File: config.mk
export PLATFORM = sky130hd
export DESIGN_NAME = alu_issue_stage_flat
export DESIGN_NICKNAME = d
export VERILOG_FILES = /design/src/rtl/alu_issue_stage_if.sv /design/src/rtl/alu_issue_stage.sv /design/src/flat_wrapper.sv
export SDC_FILE = /design/constraint.sdc
export NUM_CORES = 1
export LEC_CHECK = 0
export ABC_AREA = 1
export CAP_MARGIN = 25
export CORE_MARGIN = 1.5
export CORE_UTILIZATION = 46
export DETAILED_ROUTE_END_ITERATION = 10
export HOLD_SLACK_MARGIN = 0.12
export MAX_ROUTING_LAYER = met4
export PLACE_DENSITY = 0.87
export SLEW_MARGIN = 30
export SYNTH_ARGS = -nofsm -noshare
export SYNTH_HDL_FRONTEND = slang
export SYNTH_SLANG_ARGS = --single-unit
File: constraint.sdc
create_clock -name clk -period 2.25 [get_ports clk]
set_input_delay 0.45 -clock clk [delete_from_list [all_inputs] [get_ports clk]]
set_output_delay 0.45 -clock clk [all_outputs]
set_load 0.05 [all_outputs]
File: src/rtl/alu_issue_stage_if.sv
// Issue-stage bus: upstream decoded fields in, registered ALU operands out.
// The stage itself takes the slave view; the producer/consumer side takes master.
interface alu_issue_stage_if #(
  parameter int WIDTH = 32
);
  logic             in_valid;
  logic             in_ready;
  logic [6:0]       opcode;
  logic [2:0]       funct3;
  logic             funct7b5;
  logic [4:0]       rd_addr_in;
  logic [WIDTH-1:0] rd1;
  logic [WIDTH-1:0] rd2;
  logic [WIDTH-1:0] imm_ext;
  logic             out_valid;
  logic             out_ready;
  logic [WIDTH-1:0] src_a;
  logic [WIDTH-1:0] src_b;
  logic [2:0]       alu_control;
  logic [4:0]       rd_addr_out;
  logic             illegal;

  modport master (
    output in_valid, opcode, funct3, funct7b5,
    output rd_addr_in, rd1, rd2, imm_ext,
    output out_ready,
    input  in_ready, out_valid, src_a, src_b,
    input  alu_control, rd_addr_out, illegal
  );

  modport slave (
    input  in_valid, opcode, funct3, funct7b5,
    input  rd_addr_in, rd1, rd2, imm_ext,
    input  out_ready,
    output in_ready, out_valid, src_a, src_b,
    output alu_control, rd_addr_out, illegal
  );
endinterface

File: src/rtl/alu_issue_stage.sv
// Registered decode/issue stage feeding the RV32I ALU.
// Resolves ALU control and B source, holds the op under back-pressure.
module alu_issue_stage #(
  parameter int WIDTH = 32
) (
  input  logic                clk,
  input  logic                rst,
  input  logic                flush,
  alu_issue_stage_if.slave    bus,
  output logic [31:0]         stall_count
);

  localparam logic [6:0] OP_LOAD  = 7'b0000011;
  localparam logic [6:0] OP_STORE = 7'b0100011;
  localparam logic [6:0] OP_BR    = 7'b1100011;
  localparam logic [6:0] OP_R     = 7'b0110011;
  localparam logic [6:0] OP_I     = 7'b0010011;

  logic             is_mem;
  logic             is_br;
  logic             is_r;
  logic             is_i;
  logic [2:0]       f3_ctrl;
  logic [2:0]       ctrl_d;
  logic             imm_sel;
  logic             ill_d;
  logic             take;
  logic             stalled;

  logic             valid_q;
  logic [WIDTH-1:0] a_q;
  logic [WIDTH-1:0] b_q;
  logic [2:0]       ctrl_q;
  logic [4:0]       rd_q;
  logic             ill_q;

  assign is_mem = (bus.opcode == OP_LOAD) ||
                  (bus.opcode == OP_STORE);
  assign is_br  = (bus.opcode == OP_BR);
  assign is_r   = (bus.opcode == OP_R);
  assign is_i   = (bus.opcode == OP_I);

  // funct7b5 only selects sub for register-register ops
  always_comb begin
    f3_ctrl = 3'b000;
    case (bus.funct3)
      3'b000:  f3_ctrl = (is_r && bus.funct7b5) ? 3'b001 : 3'b000;
      3'b010:  f3_ctrl = 3'b101;
      3'b110:  f3_ctrl = 3'b011;
      3'b111:  f3_ctrl = 3'b010;
      default: f3_ctrl = 3'b000;
    endcase
  end

  always_comb begin
    ctrl_d  = 3'b000;
    imm_sel = 1'b0;
    ill_d   = 1'b0;
    unique case (1'b1)
      is_mem: imm_sel = 1'b1;
      is_br:  ctrl_d  = 3'b001;
      is_r:   ctrl_d  = f3_ctrl;
      is_i: begin
        ctrl_d  = f3_ctrl;
        imm_sel = 1'b1;
      end
      default: ill_d = 1'b1;
    endcase
  end

  assign bus.in_ready = !valid_q || bus.out_ready;
  assign take         = bus.in_valid && bus.in_ready;
  assign stalled      = valid_q && !bus.out_ready;

  always_ff @(posedge clk or negedge rst) begin
    if (!rst) begin
      valid_q     <= 1'b0;
      a_q         <= '0;
      b_q         <= '0;
      ctrl_q      <= 3'b000;
      rd_q        <= 5'd0;
      ill_q       <= 1'b0;
      stall_count <= 32'd0;
    end else begin
      if (stalled)
        stall_count <= stall_count + 32'd1;
      // flush wins over both capture and consume
      if (flush) begin
        valid_q <= 1'b0;
      end else if (take) begin
        valid_q <= 1'b1;
        a_q     <= bus.rd1;
        b_q     <= imm_sel ? bus.imm_ext : bus.rd2;
        ctrl_q  <= ctrl_d;
        rd_q    <= bus.rd_addr_in;
        ill_q   <= ill_d;
      end else if (bus.out_ready) begin
        valid_q <= 1'b0;
      end
    end
  end

  assign bus.out_valid   = valid_q;
  assign bus.src_a       = a_q;
  assign bus.src_b       = b_q;
  assign bus.alu_control = ctrl_q;
  assign bus.rd_addr_out = rd_q;
  assign bus.illegal     = ill_q;

endmodule

File: src/flat_wrapper.sv
// flat-port wrapper written by rule: the top's interface ports become plain ports
module alu_issue_stage_flat 
#(
  parameter int WIDTH = 32
)
  (clk, rst, flush, stall_count, bus_in_valid, bus_opcode, bus_funct3, bus_funct7b5, bus_rd_addr_in, bus_rd1, bus_rd2, bus_imm_ext, bus_out_ready, bus_in_ready, bus_out_valid, bus_src_a, bus_src_b, bus_alu_control, bus_rd_addr_out, bus_illegal);
  alu_issue_stage_if #(.WIDTH(WIDTH)) bus_i ();
  input  logic clk;
  input  logic rst;
  input  logic flush;
  output logic [31:0] stall_count;
  input wire logic [$bits(bus_i.in_valid)-1:0] bus_in_valid;
  input wire logic [$bits(bus_i.opcode)-1:0] bus_opcode;
  input wire logic [$bits(bus_i.funct3)-1:0] bus_funct3;
  input wire logic [$bits(bus_i.funct7b5)-1:0] bus_funct7b5;
  input wire logic [$bits(bus_i.rd_addr_in)-1:0] bus_rd_addr_in;
  input wire logic [$bits(bus_i.rd1)-1:0] bus_rd1;
  input wire logic [$bits(bus_i.rd2)-1:0] bus_rd2;
  input wire logic [$bits(bus_i.imm_ext)-1:0] bus_imm_ext;
  input wire logic [$bits(bus_i.out_ready)-1:0] bus_out_ready;
  output wire logic [$bits(bus_i.in_ready)-1:0] bus_in_ready;
  output wire logic [$bits(bus_i.out_valid)-1:0] bus_out_valid;
  output wire logic [$bits(bus_i.src_a)-1:0] bus_src_a;
  output wire logic [$bits(bus_i.src_b)-1:0] bus_src_b;
  output wire logic [$bits(bus_i.alu_control)-1:0] bus_alu_control;
  output wire logic [$bits(bus_i.rd_addr_out)-1:0] bus_rd_addr_out;
  output wire logic [$bits(bus_i.illegal)-1:0] bus_illegal;
  assign bus_i.in_valid = bus_in_valid;
  assign bus_i.opcode = bus_opcode;
  assign bus_i.funct3 = bus_funct3;
  assign bus_i.funct7b5 = bus_funct7b5;
  assign bus_i.rd_addr_in = bus_rd_addr_in;
  assign bus_i.rd1 = bus_rd1;
  assign bus_i.rd2 = bus_rd2;
  assign bus_i.imm_ext = bus_imm_ext;
  assign bus_i.out_ready = bus_out_ready;
  assign bus_in_ready = bus_i.in_ready;
  assign bus_out_valid = bus_i.out_valid;
  assign bus_src_a = bus_i.src_a;
  assign bus_src_b = bus_i.src_b;
  assign bus_alu_control = bus_i.alu_control;
  assign bus_rd_addr_out = bus_i.rd_addr_out;
  assign bus_illegal = bus_i.illegal;
  alu_issue_stage #(.WIDTH(WIDTH)) u_core (.clk(clk), .rst(rst), .flush(flush), .bus(bus_i), .stall_count(stall_count));
endmodule
Word level (Yosys, flattened, before mapping)
Index checks and enable logic that the tools add are counted.
- register bits: 106
- bits of input ports: 117
- output and inout bits: 107
- word-level logic and storage cells: 39
- add/sub/neg operators: 1
- equality and inequality tests: 8
- muxes and demuxes: 9
- bitwise logic cells: 1
- reductions and logical operators: 13
- operators with widths (kind ; count):
    32-bit by 1-bit adder with 32-bit output (second input constant) ; 1
    32-bit two-way mux ; 1
    7-bit by 6-bit == test with 1-bit output (second input constant) ; 2
    3-bit one-hot mux with 4 select lines ; 1
    7-bit by 2-bit == test with 1-bit output (second input constant) ; 1
    7-bit by 5-bit == test with 1-bit output (second input constant) ; 1
    7-bit == test (second input constant) ; 1
    3-bit == test (second input constant) ; 2
    1-bit two-way mux ; 6
    3-bit one-hot mux with 2 select lines ; 1
    2-bit OR reduction ; 2
    4-bit OR reduction ; 1
    3-bit by 2-bit == test with 1-bit output (second input constant) ; 1
    1-bit logical AND ; 3
    3-bit zero test ; 1
    3-bit nonzero test ; 1
    1-bit zero test ; 2
    1-bit logical OR ; 2
    2-bit AND reduction ; 1
    1-bit inverter ; 1

Depth between registers and ports, before layout
- word-level depth: 5
- depth in mapped cells: 9
- gate-level depth less buffers: 9

Worst setup path before layout
OpenSTA, ideal clock, no wires.
- path type: register -> register
- start point: register u_core.valid_q, in the netlist u_core.bus.out_valid
- end point: register u_core.stall_count[19]
- library setup time: 0.145 ns
- data arrival time: 1.678 ns
- data required time: 2.105 ns
- path slack: 0.427 ns
- stages on the path, launching flop included: 7
- buffers on the path: 0
- period minus slack after synthesis: 1.823 ns
- cell sequence: dfrtp_1 nand2_2 nor2_4 nand2_2 nor2_1 nand2_1 xnor2_1
- word-level cells in the longest chain between the ends: 1
- ends and longest elaborated chain (what ; line ; text):
    start, declared ; alu_issue_stage.sv:30 ; logic valid_q;
    start signal, assigned ; alu_issue_stage.sv:77 ; valid_q <= 1'b0;
    start signal, assigned ; alu_issue_stage.sv:89 ; valid_q <= 1'b0;
    start signal, assigned ; alu_issue_stage.sv:91 ; valid_q <= 1'b1;
    1-bit logical AND ; alu_issue_stage.sv:73 ; assign stalled = valid_q && !bus.out_ready;
    end signal, assigned ; alu_issue_stage.sv:86 ; stall_count <= stall_count + 32'd1;
    end, declared ; alu_issue_stage.sv:10 ; output logic [31:0] stall_count
No other way between the ends.
A chain may end at the register's enable or synchronous reset.

Final worst setup path
- start point: register u_core.stall_count[19]
- end point: output port stall_count[19]
- RTL lines (what ; line ; text):
    end, declared ; flat_wrapper.sv:11 ; output logic [31:0] stall_count;
No word-level cell between the ends.

==> impl_metrics.tcl <==
set metrics [dict create \
    outcome "complete, no violations" \
    mostFrequentLayoutCell "nand2_1" \
    synth_nets 769 \
    synth_top_family_by_area "simple AND/OR/NAND/NOR gates" \
    fin_skew_ns 0.01378 \
    ir_drop_mv 0.4148 \
    antenna_found_initial 0 \
    cp-startpoint "u_core.stall_count[19]$_DFFE_PN0P_" \
    io_pins 224 \
    reg2reg_slack_ns 0.57 \
    power_frac_seq_pct 41.7 \
    critPathKind "flip-flop to primary output" \
    required_ns 1.80 \
    path_clk_slew_ns 0.09 \
    post-route-cell-area_um2 7659 \
    grt_pass1_vias 5039 \
    synth_compound_gate_area_share_pct 3.584 \
    mostFrequentLayoutCells "291 x nand2_1, 221 x clkdlybuf4s50_1, 106 x dfrtp_1, 63 x inv_1, 58 x nor2_1" \
    netSwitchingFraction_pct 37.79 \
    drcViolationCount 0 \
    path_cells "clkdlybuf4s50_1" \
    yosysWarningCount 0 \
    cts-root-buf "clkbuf_8" \
    ant_nets 0 \
    die_area_um2 11560 \
    clock_latency_ns 0.36 \
    cts_resized 0 \
    layout.nets 990 \
    slowest_delay_ns 0.86 \
    core-area_um2 10460 \
    p_leak_nw 3.702 \
    crit_buf_inv 1 \
    finalHoldViolCount 0 \
    synth-seq-cells 106 \
    worst-path-max-fanout 7 \
    endpoint_kind "primary output" \
    synth_mux_area_share_pct 0 \
    clockBufferDepth 2 \
    tns_ns 0 \
    syn_area_um2 5027 \
    synth-xor-area-share_pct 3.136 \
    grt_max_degree 75 \
    rr_startpoint "u_core.stall_count[1]$_DFFE_PN0P_" \
    first_pass_iters 6 \
    synthDistinctLibCells 23 \
    synth_fa_ha_area_share_pct 0.2489 \
    wirelength_um 14290 \
    crit_path_top_delay_cell "clkdlybuf4s50_1" \
    powerDensity_nw_per_um2 722.2 \
    syn_inst 651 \
    p_comb_share_pct 35.5 \
    die_h_um 107.5 \
    p_clk_share_pct 22.9 \
    tritoncts "built" \
    cts.htree.levels 3 \
    drv_slew 0 \
    cp_top_family "buffers and inverters" \
    wl_per_cell_um 14.11 \
    p_total_mw 5.531 \
    fin_util_pct 73.20 \
    relSlewSlack_pct 61.51 \
    fmaxAchievable_mhz 459.8 \
    post_cts_buffers 0 \
    gp_congestion 0.8914 \
    worst_ep_arrival_time_ns 1.72 \
    drtIter0Drc 214 \
    initial_core_util_pct 48.05 \
    fp.dieW_um 107.5 \
    hold_start "u_core.bus.alu_control[2]$_DFFE_PN0P_" \
    vias 4971 \
    worst_pin_slew_ns 0.5755 \
    cap_violations 0 \
    n_antenna_cell 0 \
    synth.avg_cell_area_um2 7.722 \
    synth_area_leaders "dfrtp_1 53%, nand2_1 22%, inv_1 4.7%, nor2_1 4.3%, o21ai_1 3.1%" \
    dpl_cell_area_um2 7427 \
    overflow 0 \
    synth.top_cell.area_share_pct 52.76 \
    dpl.hpwl_um 11110 \
    finalSetupViolCount 0 \
    drive_gt1_share_pct 4.561 \
    yosys.area_share.simple_pct 33.45 \
    grt_pass1_wl_um 23180 \
    critPathLaunchType "flip-flop" \
    synth_area_leader_cell "dfrtp_1" \
    track_usage_pct 26.33 \
    io_buffer_count 223 \
    avgViaCountPerCell 4.907 \
    cts_buffers 9 \
    std_cell_rows 37 \
    rsz0062_at_grt "no" \
    fin_crit_sh_pct 96.66 \
    min_period_ns 2.175 \
    clkSinkCount 106 \
    min_path_type "flip-flop to flip-flop" \
    intPower_mw 3.440 \
    p_switching_mw 2.090 \
    ys_seq_area_share_pct 52.76 \
    cts_hold_repair.buffers 1 \
    syn2layout_area_growth_pct 52.34 \
]
[cell usage after synthesis (all sizes together)]
cell	count
nand2	295
dfrtp	106
nor2	65
inv	64
o21ai	34
buf	17
nand3	17
nand4	15
xnor2	10
xor2	8
nor3	7
nand3b	6
clkbuf	4
a21oi	2
ha	1
[path summary, 6_finish.rpt]
path | end | cells past startpoint
max reg2reg | u_core.stall_count[24]$_DFFE_PN0P_ | 8
max in group asynchronous | u_core.stall_count[29]$_DFFE_PN0P_ | 3
min in group asynchronous | u_core.stall_count[4]$_DFFE_PN0P_ | 2
max | stall_count[19] | 1
min | u_core.bus.alu_control[2]$_DFFE_PN0P_ | 2
min reg2reg | u_core.bus.alu_control[2]$_DFFE_PN0P_ | 2
[metrics by stage]
step	hold slack (ns)	setup WS, ns	instances
2_1_floorplan	0.1544	0.4266	651
3_3_place_gp	0.4164	0.3010	996
3_5_place_dp	0.4212	0.2195	996
4_1_cts	0.4944	0.06446	1013
5_1_grt	0.5171	0.01990	1013
6_report	0.4885	0.07505	1013
[cell type report]
type	count	area (um^2)
Clock inverter	5	70.07
Inverter	64	240.2
Tap cell	136	170.2
Clock buffer	11	151.4
Multi-Input combinational cell	460	2034
Timing Repair Buffer	231	2340
Sequential cell	106	2653
Fill cell	771	2804
[registers in the layout, indices dropped and copies added, names as in the netlist]
name	flops
u_core.bus.rd_addr_out	5
u_core.bus.illegal	1
u_core.bus.alu_control	3
u_core.bus.src_a	32
u_core.bus.src_b	32
u_core.stall_count	32
u_core.bus.out_valid	1
[power groups by stage]
stage	Combinational (mW)	Clock, mW	Sequential [mW]
global placement	1.94	0	2.32
CTS	1.98	1.29	2.30
global route	2.06	1.36	2.33
floorplan	0.316	0	3.13
detailed placement	1.97	0	2.34
finish	1.96	1.26	2.30
[routing by layer]
layer	track usage [%]	share of wire (%)	up-vias	routed length (um)
li1	-	-	2423	-
met1	30.37	39	2287	5519
met2	45.81	51	230	7340
met3	3.935	6.9	31	986
met4	11.28	3.1	0	447
met5	-	0	-	0
[cells by family (layout without fill, tap and decap cells)]
logic type                 count (synthesis)  in the layout
and+or+nand+nor                          405            405
buffers and inverters                     85            311
adders and majority gates                  1              1
DFF                                      106            106
AOI/OAI and AO/OA                         36             36
xor gates and xnor gates                  18             18
(Power assumes the default switching activity.)
